File: config.mk
export PLATFORM = sky130hd
export DESIGN_NAME = pipe_stage_reg
export DESIGN_NICKNAME = d
export VERILOG_FILES = /design/src/rtl/pipe_pkg.sv /design/src/rtl/sat_counter.sv /design/src/rtl/pipe_stage_reg.sv
export SDC_FILE = /design/constraint.sdc
export NUM_CORES = 1
export LEC_CHECK = 0
export CAP_MARGIN = 20
export CORE_ASPECT_RATIO = 1.1
export CORE_MARGIN = 1
export CORE_UTILIZATION = 50
export DETAILED_ROUTE_END_ITERATION = 8
export DONT_BUFFER_PORTS = 1
export HOLD_SLACK_MARGIN = 0.02
export PLACE_DENSITY = 0.61
export SYNTH_ARGS = -nofsm -noshare
export SYNTH_HDL_FRONTEND = slang
export SYNTH_HIERARCHICAL = 1
export SYNTH_SLANG_ARGS = --single-unit
File: constraint.sdc
create_clock -name clk -period 3.79 [get_ports clk]
set_input_delay 0.5685 -clock clk [delete_from_list [all_inputs] [get_ports clk]]
set_output_delay 0.5685 -clock clk [all_outputs]
set_load 0.02 [all_outputs]
File: src/rtl/pipe_pkg.sv
// Shared definitions for elastic pipeline-stage registers: state encoding and
// the ID/EX payload/control field layout so every stage packs fields identically.
package pipe_pkg;

    typedef enum logic [1:0] {
        EMPTY = 2'd0,
        FULL  = 2'd1,
        SKID  = 2'd2
    } stage_state_e;

    // ID/EX payload layout, LSB first: SignExtend, Rd, Rt, Rs addresses, RtData, RsData.
    localparam int SEXT_W      = 32;
    localparam int REG_ADDR_W  = 5;
    localparam int RT_DATA_W   = 32;
    localparam int RS_DATA_W   = 32;
    localparam int SEXT_LSB    = 0;
    localparam int RD_ADDR_LSB = SEXT_LSB + SEXT_W;
    localparam int RT_ADDR_LSB = RD_ADDR_LSB + REG_ADDR_W;
    localparam int RS_ADDR_LSB = RT_ADDR_LSB + REG_ADDR_W;
    localparam int RT_DATA_LSB = RS_ADDR_LSB + REG_ADDR_W;
    localparam int RS_DATA_LSB = RT_DATA_LSB + RT_DATA_W;
    localparam int ID_EX_DATA_W = RS_DATA_LSB + RS_DATA_W;

    // Control bundle layout, LSB first: EX, M, WB.
    localparam int EX_W   = 4;
    localparam int M_W    = 2;
    localparam int WB_W   = 2;
    localparam int EX_LSB = 0;
    localparam int M_LSB  = EX_LSB + EX_W;
    localparam int WB_LSB = M_LSB + M_W;
    localparam int ID_EX_CTRL_W = WB_LSB + WB_W;

    localparam logic [ID_EX_CTRL_W-1:0] CTRL_NOP = '0;

endpackage

File: src/rtl/sat_counter.sv
// Saturating up-counter: increments on inc, sticks at all-ones, cleared only by reset.
module sat_counter #(
    parameter int W = 16
) (
    input  logic         clk,
    input  logic         rst_n,
    input  logic         inc,
    output logic [W-1:0] cnt
);

    // NOTE: sequential state is always assigned with <= so every flop samples
    // pre-edge values regardless of statement order.
    always_ff @(posedge clk or negedge rst_n) begin
        if (!rst_n) begin
            cnt <= '0;
        end else if (inc && (cnt != '1)) begin
            cnt <= cnt + 1'b1;
        end
    end

endmodule

File: src/rtl/pipe_stage_reg.sv
// Elastic pipeline-stage register with valid/ready handshake, one-entry skid
// buffer, synchronous flush and a saturating back-pressure counter.
module pipe_stage_reg
    import pipe_pkg::*;
#(
    parameter int DATA_W = 111,
    parameter int CTRL_W = 8,
    parameter int CNT_W  = 16
) (
    input  logic              clk,
    input  logic              rst_n,
    input  logic              flush,
    input  logic              in_valid,
    output logic              in_ready,
    input  logic [DATA_W-1:0] in_data,
    input  logic [CTRL_W-1:0] in_ctrl,
    output logic              out_valid,
    input  logic              out_ready,
    output logic [DATA_W-1:0] out_data,
    output logic [CTRL_W-1:0] out_ctrl,
    output logic [CNT_W-1:0]  stall_cnt
);

    stage_state_e      state;
    logic [CTRL_W-1:0] main_ctrl;
    logic [DATA_W-1:0] skid_data;
    logic [CTRL_W-1:0] skid_ctrl;
    logic              accept;
    logic              emit;

    // in_ready is a flop, so acceptance never depends combinationally on out_ready.
    assign accept = in_valid & in_ready & ~flush;
    assign emit   = out_valid & out_ready;

    // NOTE: payload and skid registers are reset too; they are few flops and a
    // known value after reset keeps out_data deterministic before the first accept.
    always_ff @(posedge clk or negedge rst_n) begin
        if (!rst_n) begin
            state     <= EMPTY;
            out_valid <= 1'b0;
            in_ready  <= 1'b1;
            out_data  <= '0;
            main_ctrl <= '0;
            skid_data <= '0;
            skid_ctrl <= '0;
        end else if (flush) begin
            // Any emit this cycle has already completed downstream; drop everything else.
            state     <= EMPTY;
            out_valid <= 1'b0;
            in_ready  <= 1'b1;
        end else begin
            unique case (state)
                EMPTY: begin
                    if (accept) begin
                        out_data  <= in_data;
                        main_ctrl <= in_ctrl;
                        out_valid <= 1'b1;
                        state     <= FULL;
                    end
                end
                FULL: begin
                    if (accept && emit) begin
                        out_data  <= in_data;
                        main_ctrl <= in_ctrl;
                    end else if (emit) begin
                        out_valid <= 1'b0;
                        state     <= EMPTY;
                    end else if (accept) begin
                        skid_data <= in_data;
                        skid_ctrl <= in_ctrl;
                        in_ready  <= 1'b0;
                        state     <= SKID;
                    end
                end
                SKID: begin
                    if (emit) begin
                        out_data  <= skid_data;
                        main_ctrl <= skid_ctrl;
                        in_ready  <= 1'b1;
                        state     <= FULL;
                    end
                end
                default: begin
                    state     <= EMPTY;
                    out_valid <= 1'b0;
                    in_ready  <= 1'b1;
                end
            endcase
        end
    end

    // Legacy consumers without a valid input see a NOP bubble.
    assign out_ctrl = out_valid ? main_ctrl : CTRL_W'(CTRL_NOP);

    sat_counter #(.W(CNT_W)) u_stall_cnt (
        .clk   (clk),
        .rst_n (rst_n),
        .inc   (out_valid & ~out_ready),
        .cnt   (stall_cnt)
    );

endmodule
# Word level (Yosys, flattened, before mapping)
# Cells that the tools add are included.
[classes] eq_ne=15 reduce_logical=9 n_addsub=1 n_bitwise=8 muxes=27
[op_table] cell="two-way mux 111 bit" count=3
[op_table] cell="case mux 111 bit (3 select lines)" count=1
[op_table] cell="two-way mux 8 bit" count=4
[op_table] cell="case mux 8 bit (3 select lines)" count=1
[op_table] cell="inequality test 3 bit (second input constant)" count=6
[op_table] cell="adder 16 x 1 -> 16 bit (second input constant)" count=1
[op_table] cell="inequality test 16 bit (second input constant)" count=1
[op_table] cell="AND reduction 5 bit" count=3
[op_table] cell="two-way mux 2 bit" count=6
[op_table] cell="inequality test 2 bit (second input constant)" count=5
[op_table] cell="two-way mux 1 bit" count=9
[op_table] cell="AND reduction 4 bit" count=2
[op_table] cell="case mux 1 bit (3 select lines)" count=2
[op_table] cell="case mux 2 bit (3 select lines)" count=1
[op_table] cell="bitwise AND 1 bit" count=4
[op_table] cell="inequality test 4 bit (second input constant)" count=1
[op_table] cell="inverter 1 bit" count=4
[op_table] cell="nonzero test 3 bit" count=1
[op_table] cell="== test 2 x 1 -> 1 bit (second input constant)" count=1
[op_table] cell="== test 2 bit (second input constant)" count=1
[op_table] cell="logical AND 1 bit" count=2
[op_table] cell="zero test 2 bit" count=1
[totals] inputBits=124 output_inout_bits=137 reg_bits=258

# Logic depth before layout (Yosys ltp)
# Gate-level depths: netlist of the first run.
[logic_depth] ltp_word=7 mapped_depth=7 depth_no_buf=5

# Hierarchy
# Netlist of the first run, hierarchy kept.
[by_module_without_submodules] module="pipe_stage_reg" cells_per_inst=821 area_per_inst_um2=10560.1 instances=1
[by_module_without_submodules] module="sat_counter" cells_per_inst=74 area_per_inst_um2=794.5 instances=1

# Worst setup path before layout of the first run
# Ideal clock, no wire load.
[synth_timing] kind="register to register" from="register u_stall_cnt.cnt[0]" to="register u_stall_cnt.cnt[1]" setup_ps=128 t_arrival_ps=1841 slack_ps=1821 stages_incl_launch_ff=6 synth_period_minus_slack_ps=1969 cell_sequence="dfrtp_1 -> ha_1 -> nand4_4 -> or4_4 -> nand2_2 -> mux2_1"
[synth_via] elab_chain_cells=2 word_cells_on_any_way=3 classes_between="add/sub: 1; eq/ne: 1; reduce/logical: 1"
[synth_lines] item="start, declared" line="sat_counter.sv:8" source="output logic [W-1:0] cnt"
[synth_lines] item="start signal, assigned" line="sat_counter.sv:17" source="cnt <= cnt + 1'b1;"
[synth_lines] item="branches (longest 2 deep; another with adder 16 x 1 -> 16 bit)"
# Several ways; the timed one is not identified.
# A chain may end at the register's enable or synchronous reset.

# Worst setup path after layout of the first run
[layout_timing] from="register out_valid" to="register skid_data[82]"
[layout_via] elab_chain_cells=4 word_cells_on_any_way=5 classes_between="bitwise: 3; reduce/logical: 2"
[layout_lines] item="start, declared" line="pipe_stage_reg.sv:17" source="output logic out_valid,"
[layout_lines] item="start signal, assigned" line="pipe_stage_reg.sv:40" source="out_valid <= 1'b0;"
[layout_lines] item="start signal, assigned" line="pipe_stage_reg.sv:49" source="out_valid <= 1'b0;"
[layout_lines] item="start signal, assigned" line="pipe_stage_reg.sv:57" source="out_valid <= 1'b1;"
[layout_lines] item="bitwise AND 1 bit (*)" line="pipe_stage_reg.sv:33" source="assign emit = out_valid & out_ready;"
[layout_lines] item="logical AND 1 bit" line="pipe_stage_reg.sv:62" source="if (accept && emit) begin"
[layout_lines] item="inverter 1 bit (no source line)"
[layout_lines] item="AND reduction 5 bit (no source line) (*)"
[layout_lines] item="end signal, assigned" line="pipe_stage_reg.sv:69" source="skid_data <= in_data;"
[layout_lines] item="end, declared" line="pipe_stage_reg.sv:26" source="logic [DATA_W-1:0] skid_data;"
# Mark *: on every way between the ends. The rest lies on a longest branch, timed or not.

==> results of run 1 <==
## layer usage
layer	track usage (%)	share of wire [%]	wire length (um)
met4	5.933	1.8	456
met3	8.200	9.5	2455
met1	25.74	39	9961
met5	0	0	0
met2	38.91	50	12940
## cell families (layout without fill, tap and decap cells)
kind of cell / Yosys count / count (layout)
xor gates and xnor gates: 12 / 12
DFF: 258 / 258
AOI/OAI and AO/OA: 252 / 252
and+or+nand+nor: 60 / 60
buffers and inverters: 71 / 61
adders and majority gates: 1 / 1
muxes: 241 / 241
## registers in the layout, summed over array words and instances, names as in the netlist
name             flops
skid_data          111
main_ctrl            8
skid_ctrl            8
out_data           111
in_ready             1
u_stall_cnt/cnt     16
out_valid            1
state                2
## final cells by class
cell class	instances	area (sq um)	area share, %
Inverter	3	11.26	0.09107
Clock inverter	5	50.05	0.4047
Multi-Input combinational cell	566	4504	36.43
Tap cell	295	369.1	2.985
Timing Repair Buffer	10	137.6	1.113
Clock buffer	43	835.8	6.759
Sequential cell	258	6457	52.22
## worst min path at each step
stage                     slack [ns]                   to  depth (start not counted)
after detailed placement        0.28  u_stall_cnt/cnt[12]                          0
after global placement          0.28   u_stall_cnt/cnt[8]                          0
final                          -0.26         out_data[45]                          0
after CTS                      -0.27        skid_data[75]                          0
after global routing           -0.28        skid_data[58]                          0
after floorplan                 0.27         main_ctrl[0]                          0
## layout by cell type, fill, tap and decap left out, drive strengths merged
cell type	n
a211oi	1
a21boi	1
a21oi	3
a2bb2oi	1
a31oi	2
and2	9
and3	2
and3b	1
and4	2
and4b	1
and4bb	1
buf	10
bufinv	1
clkbuf	43
clkinv	4
dfrtp	257
dfstp	1
ha	1
inv	3
mux2	122
mux2i	119
nand2	10
nand2b	2
nand3	3
nand4	9
nor2	9
nor2b	1
nor3	5
nor4	1
o2111ai	1
o21ai	242
o22ai	1
or2	2
or4	2
xnor2	9
xor2	3
## through the flow
stage / hold WS, ns / area, sq um / setup WS, ns / instances
2_1_floorplan: 0.2729 / 11350 / 1.821 / 895
3_3_place_gp: 0.2786 / 11460 / 1.341 / 1131
5_1_grt: -0.2775 / 12370 / 1.173 / 1180
4_1_cts: -0.2691 / 12350 / 1.190 / 1179
6_report: -0.2556 / 12370 / 1.368 / 1180
3_5_place_dp: 0.2801 / 11460 / 1.205 / 1131
## where the power goes
part	switching [mW]	internal, mW
clock network	1.04	1.57
registers	1.64	4.04
logic	0.893	1.00
## repair_timing
| action | in CTS | in global routing |
|---|---|---|
| hold endpoints to repair | 258 | 258 |
| resized for setup | 0 | 0 |
| setup buffers | 0 | 0 |
==> run_results.csv, run 1 <==
group,metric,value,unit
yosys,ys_ff_latch,258,
die,die_y,160.1,um
placed_design,portBuffers,0,
yosys,ys_warn_count,6,
timing,maxSlewViolCount,0,
yosys,synthSimpleGateAreaFrac,3.163,%
placed_design,routabilityCongestion,0.7945,
placed_design,dp_hpwl,15.88,mm
clock_tree,insertion_delay,0.53,ns
power,max-vdd-ir-drop,447.6,uV
timing,maxSlewHeadroom,57.77,%
clock_tree,cts_root_buf,"clkbuf_16",
yosys,yosysTopAreaCellShare,56.64,%
die,coreArea,22180,sq um
die,initial_core_util,51.19,%
yosys,synth_top_cell_by_area,"dfrtp_1",
cells_and_area,final_nets,991,
critical_path,ff2ff_path_depth,5,
critical_path,path_buf_inv,1,
timing,rsz0062_at_grt,"false",
power,powerDensity,823.0,nW/um^2
critical_path,crit_required,4.19,ns
yosys,synthMuxAreaShare,22.59,%
grt,grt_overflow,0,
yosys,synth_compound_area_share,12.62,%
timing,whs,-0.2556,ns
route,drtPass1Iterations,5,
critical_path,reg2reg_to,"skid_data[82]",
yosys,syn_area,11350,sq um
die,die_w,145.7,um
cells_and_area,fillCellCount,1827,
cells_and_area,final_core_util,55.75,%
clock_tree,numCtsBuffers,27,
yosys,synth_fa_ha_area_share,0.1102,%
critical_path,worstReg2RegStart,"out_valid",
critical_path,setup.worst_path.class,"reg -> reg",
critical_path,worstPathArrival,2.82,ns
outcome,violations,"negative hold slack",
route,routed_via_density,5.974,
route,via_count,7049,
power,total_power,10.18,mW
die,die-area,23320,sq um
critical_path,r2r_slack,1.37,ns
yosys,syn_inst,895,
grt,grt_pass1_vias,7615,
yosys,synth-xor-area-share,0.9256,%
min_path,min_path_type,"in -> async",
critical_path,crit_fanout,44,
clock_tree,clkTransAtPathRegs,0.06,ns
critical_path,max_stage_delay,0.73,ns
critical_path,setup.worst_path.start_class,"flip-flop",
power,leakage,5.026,nW
timing,hold_viol,258,
route,drtIter0Drc,405,
die,pin_count,261,
critical_path,endpoint,"skid_data[82]",
yosys,ys_types,44,
route,totalWireLength,25.81,mm
clock_tree,ctsLongestPathBuffers,3,
route,route.detailed.drc,0,
yosys,yosysSeqAreaShare,56.87,%
yosys,synth.top_cells.by_count,"dfrtp_1, o21ai_0, mux2_2",
timing,tightest_slew,0.6335,ns
timing,finalClockSkew,0.01533,ns
cells_and_area,num_antenna_cells,0,
clock_tree,cts_tree,"yes",
grt,grt_max_degree,259,
grt,track_usage,22.31,%
clock_tree,clock-sinks,258,
clock_tree,htreeDepth,1,
critical_path,path_depth,5,
yosys,synth_top_family_by_area,"multiplexers",
route,wl_per_cell,21.88,um
yosys,synth_enable_flop_cells,0,
timing,max_freq,412.8,MHz
yosys,synthTopCellsByArea,"dfrtp_1, mux2_2, mux2i_1",
critical_path,crit_path_end_kind,"flip-flop",
cells_and_area,area_delta_synth_final,8.903,%
outcome,status,"finished, violations left",
critical_path,crit_slowest_cell,"dfrtp_1",
yosys,synth_ff_type,"dfrtp_1",
grt,grt_pass1_wl,41.82,mm
route,detail-route-antenna-nets,0,
yosys,synth.net_count,1020,
die,rows,57,
yosys,synth_most_common_cell,"dfrtp_1",
critical_path,crit_path_start,"out_valid",
run,maxCapViolations,0,
critical_path,crit_family,"flip-flops",
timing,final-setup-viol-count,0,
yosys,syn_area_per_cell,12.69,sq um
timing,timing.final.crit_period,2.422,ns
timing,min_period_over_period,63.91,%
cells_and_area,drive_above_1_share,25.08,%
timing,finalSetupTns,0,ns
grt,antenna_found_initial,0,
critical_path,crit_path_cell_trace,"and2_1, nor2_1, nand3_4, buf_4, mux2_2",
yosys,async_flop_share,100.0,%
Power figures use the tool's default switching activity.
==> run 2, diff against run 1 <==
Clock period 3.79 ns to 2.55 ns, I/O delays scaled along.
==> run_results.csv, run 2 (synthesis results as in run 1) <==
group,metric,value,unit
placed_design,dp_hpwl,16.34,mm
route,routed_via_density,5.900,
timing,final-setup-viol-count,0,
route,route.detailed.drc,0,
clock_tree,insertion_delay,0.53,ns
timing,tightest_slew,0.9333,ns
min_path,min_path_type,"in -> async",
timing,max_freq,474.3,MHz
timing,rsz0062_at_grt,"false",
clock_tree,clkTransAtPathRegs,0.06,ns
clock_tree,clock-sinks,258,
route,detail-route-antenna-nets,0,
critical_path,crit_path_end_kind,"flip-flop",
critical_path,setup.worst_path.start_class,"flip-flop",
cells_and_area,fillCellCount,1668,
outcome,status,"finished, violations left",
clock_tree,cts_root_buf,"clkbuf_16",
die,die_y,160.1,um
placed_design,placed_area,11630,sq um
grt,track_usage,24.43,%
placed_design,routabilityCongestion,0.8716,
die,initial_core_util,51.19,%
timing,finalClockSkew,0.01116,ns
timing,layout_setup_ws,0.4417,ns
route,totalWireLength,28.03,mm
clock_tree,ctsLongestPathBuffers,3,
critical_path,setup.worst_path.class,"reg -> reg",
grt,grt_max_degree,259,
die,die_w,145.7,um
placed_design,portBuffers,0,
timing,maxSlewHeadroom,37.78,%
critical_path,worstPathArrival,2.53,ns
critical_path,crit_path_start,"u_stall_cnt/cnt[0]",
timing,min_period_over_period,82.68,%
timing,finalSetupTns,0,ns
run,maxCapViolations,0,
power,powerDensity,1146,nW/um^2
critical_path,endpoint,"u_stall_cnt/cnt[1]",
clock_tree,cts_tree,"yes",
clock_tree,post_cts_buffers,0,
grt,grt_pass1_vias,8476,
critical_path,crit_fanout,7,
critical_path,crit_required,2.97,ns
timing,maxSlewViolCount,0,
placed_design,post-place-ws,0.4766,ns
critical_path,r2r_slack,0.44,ns
cells_and_area,num_antenna_cells,0,
die,die-area,23320,sq um
cells_and_area,final_nets,1123,
cells_and_area,area_delta_synth_final,22.25,%
cells_and_area,final_common_cell,"dfrtp_1",
route,wl_per_cell,21.32,um
critical_path,worstReg2RegStart,"u_stall_cnt/cnt[0]",
grt,grt_overflow,0,
timing,whs,-0.4503,ns
cells_and_area,regArea,6457,sq um
critical_path,ff2ff_path_depth,5,
cells_and_area,drive_above_1_share,23.43,%
clock_tree,htreeDepth,1,
clock_tree,postCtsHoldBufs,122,
route,drtPass1Iterations,5,
outcome,violations,"negative hold slack",
die,rows,57,
route,drtIter0Drc,523,
timing,hold_viol,257,
clock_tree,cts_resized,0,
power,leakage,5.663,nW
die,coreArea,22180,sq um
timing,timing.final.crit_period,2.108,ns
route,via_count,7758,
grt,antenna_found_initial,0,
cells_and_area,final_cell_mix,"dfrtp_1, o21ai_0, mux2_2, dlygate4sd3_1, mux2i_1",
cells_and_area,multi_input_area,4504,sq um
grt,grt_pass1_wl,45.63,mm
power,max-vdd-ir-drop,641.7,uV
cells_and_area,finalInstanceArea,13880,sq um
clock_tree,numCtsBuffers,28,
die,pin_count,261,
cells_and_area,reg.largest.list,"out_data: 111 flops, skid_data: 111 flops, u_stall_cnt/cnt: 16 flops",
critical_path,reg2reg_to,"u_stall_cnt/cnt[1]",
## run 2: cell types whose count changed in the layout (fill, tap and decap cells not counted), sizes merged
| cell | previous run | this run |
|---|---|---|
| buf | 10 | 20 |
| bufinv | 1 | 5 |
| clkbuf | 43 | 36 |
| clkinv | 4 | 6 |
| clkinvlp | 0 | 4 |
| dlygate4sd3 | 0 | 121 |
| inv | 3 | 4 |
## run 2: worst max-delay path, cell delays in order (launching register included)
cell,delay (ns)
dfrtp_1,0.53
ha_1,0.29
nand4_4,0.16
or4_4,0.60
nand2_2,0.10
mux2_1,0.31
## run 2: metrics by stage
step | util, % | power (mW) | instances
floorplan | - | 10.48 | 895
global placement | 52.46 | 11.14 | 1141
detailed placement | 52.46 | 11.43 | 1141
CTS | 62.58 | 16.00 | 1315
global route | 62.58 | 16.71 | 1315
finish | 62.58 | 15.91 | 1315
## run 2: cell type report
type,instances,area share (%)
clock buffers,36,5.706
clock inverters,16,1.604
inverters,3,0.08113
flip-flops and latches,258,46.52
repair buffers,141,10.98
multi-input cells,566,32.45
well taps,295,2.659
## run 2: worst min-delay path by stage
stage / cells past startpoint / from / slack (ns) / end
2_1_floorplan: 0 / rst_n / 0.09 / main_ctrl[0]
3_3_place_gp: 0 / rst_n / 0.09 / u_stall_cnt/cnt[11]
4_1_cts: 0 / rst_n / -0.48 / u_stall_cnt/cnt[9]
6_report: 0 / rst_n / -0.45 / u_stall_cnt/cnt[9]
3_5_place_dp: 0 / rst_n / 0.09 / u_stall_cnt/cnt[9]
5_1_grt: 0 / rst_n / -0.48 / u_stall_cnt/cnt[9]
## run 2: layer usage
| layer | vias up | part of all wire (%) | GRT usage, % |
|---|---|---|---|
| li1 | 3462 | - | - |
| met1 | 3926 | 39 | 30.39 |
| met3 | 64 | 8.1 | 6.257 |
| met2 | 306 | 50 | 41.56 |
| met4 | 0 | 2.8 | 7.847 |
| met5 | - | 0 | 0 |
## run 2: power breakdown
group	switching, mW	internal (mW)
clock network	1.66	2.70
logic	1.43	1.66
registers	2.46	6.00
==> run 3, diff against run 2 <==
Clock period 2.55 ns to 2 ns, I/O delays scaled along.
==> run_results.csv, run 3 (synthesis results as in run 1) <==
group,metric,value,unit
die,coreArea,22180,sq um
critical_path,crit_required,2.39,ns
cells_and_area,finalInstanceArea,13950,sq um
route,totalWireLength,27.05,mm
power,leakage,5.742,nW
critical_path,crit_path_end_kind,"flip-flop",
timing,finalClockSkew,0.01724,ns
clock_tree,clkTransAtPathRegs,0.06,ns
critical_path,setup.worst_path.class,"reg -> reg",
clock_tree,ctsLongestPathBuffers,3,
die,rows,57,
run,maxCapViolations,0,
timing,final-setup-viol-count,0,
die,pin_count,261,
timing,rsz0062_at_grt,"false",
clock_tree,cts_root_buf,"clkbuf_16",
cells_and_area,layoutNonFillerInstCount,1335,
timing,hold_viol,258,
clock_tree,htreeDepth,1,
grt,antenna_found_initial,1,
cells_and_area,final_common_cell,"dfrtp_1",
placed_design,placed_area,11740,sq um
timing,finalSetupTns,0,ns
critical_path,worstReg2RegStart,"state[1]",
clock_tree,numCtsBuffers,28,
cells_and_area,final_nets,1143,
die,die_w,145.7,um
route,route.detailed.drc,0,
grt,grt_overflow,0,
placed_design,dp_hpwl,16.82,mm
die,initial_core_util,51.19,%
timing,tightest_slew,0.5925,ns
route,via_count,7690,
power,p_seq_share,53.3,%
power,internal_power,12.92,mW
critical_path,ff2ff_path_depth,5,
route,drtIter0Drc,296,
power,powerDensity,1432,nW/um^2
timing,maxSlewHeadroom,60.50,%
power,swShare,35.33,%
cells_and_area,final_core_util,62.90,%
timing,maxSlewViolCount,0,
timing,timing.final.crit_period,1.928,ns
grt,grt_max_degree,259,
critical_path,setup.worst_path.start_class,"flip-flop",
power,total_power,19.98,mW
clock_tree,postCtsHoldBufs,121,
route,routed_via_density,5.760,
route,detail-route-antenna-nets,0,
clock_tree,cts_tree,"yes",
power,max-vdd-ir-drop,933.3,uV
timing,min_period_over_period,96.39,%
clock_tree,insertion_delay,0.54,ns
power,clkPwrFrac,25.6,%
power,power_frac_comb,21.2,%
critical_path,r2r_slack,0.07,ns
die,die-area,23320,sq um
cells_and_area,drive_above_1_share,25.12,%
min_path,min_path_type,"in -> async",
outcome,status,"finished, violations left",
placed_design,post-place-ws,0.03003,ns
route,wl_per_cell,20.26,um
critical_path,crit_fanout,49,
placed_design,routabilityCongestion,0.7935,
cells_and_area,reg.largest.list,"out_data: 111 flops, skid_data: 111 flops, u_stall_cnt/cnt: 16 flops",
critical_path,reg2reg_to,"out_data[34]",
outcome,violations,"negative hold slack",
cells_and_area,area_delta_synth_final,22.87,%
clock_tree,clock-sinks,258,
route,drtPass1Iterations,4,
die,die_y,160.1,um
grt,track_usage,23.04,%
cells_and_area,final_cell_mix,"dfrtp_1, o21ai_0, mux2_2, dlygate4sd3_1, mux2i_1",
grt,grt_pass1_wl,43.28,mm
critical_path,worstPathArrival,2.32,ns
placed_design,portBuffers,0,
grt,grt_pass1_vias,8276,
timing,max_freq,518.7,MHz
timing,layout_setup_ws,0.07213,ns
timing,whs,-0.5434,ns
placed_design,post-place-cells,1161,
power,switchingPower,7.058,mW
run 3: changes by cell type in the layout (fill, tap and decap cells not counted), moves of 2 or more:
cell / previous run / this run
buf_4: 7 / 30
clkbuf_1: 3 / 5
clkinvlp_4: 4 / 1
bufinv_16: 5 / 0
buf_16: 0 / 3
clkbuf_8: 4 / 11
buf_12: 13 / 6
run 3: cell type report:
type                       count  area (sq um)
inverter                       3         11.26
multi-input combinational    566          4509
tap                          295         369.1
antenna                        1         2.502
fill                        1728          8229
sequential                   258          6459
clock inverter                 6         38.79
timing repair buffer         161          1665
clock buffer                  45         895.9
run 3: how the worst max path moves through the flow:
stage | from | to | slack (ns) | cells past startpoint
floorplan | u_stall_cnt/cnt[0] | u_stall_cnt/cnt[1] | 0.03 | 5
global placement | state[1] | out_data[75] | 0.13 | 5
detailed placement | state[1] | out_data[89] | 0.03 | 5
CTS | state[1] | out_data[77] | 0.02 | 5
global route | state[1] | out_data[34] | 0.003 | 5
finish | state[1] | out_data[34] | 0.07 | 5
run 3: power groups by stage:
stage          logic [mW]  registers, mW  clock network (mW)
2_1_floorplan        3.19           10.2                   0
3_3_place_gp         3.70           10.6                   0
3_5_place_dp         3.96           10.7                   0
4_1_cts              4.22           10.6                5.22
5_1_grt              4.69           10.9                5.45
6_report             4.23           10.6                5.11
run 3: metal layers:
metal,track usage [%],wire length (um)
met5,0,0
met4,7.799,639
met3,6.771,1980
met2,39.91,13600
met1,27.32,10830
run 3: repair_timing:
action,CTS,global route
gates resized for setup,0,7
setup endpoints to repair,0,106
hold endpoints to repair,500,258
setup buffers,0,0
run 3: critical path, cell delays in order, from the launching register on:
cell,delay [ns]
dfrtp_1,0.42
and3b_2,0.28
a211oi_4,0.35
or2_4,0.27
buf_16,0.24
o21ai_0,0.17
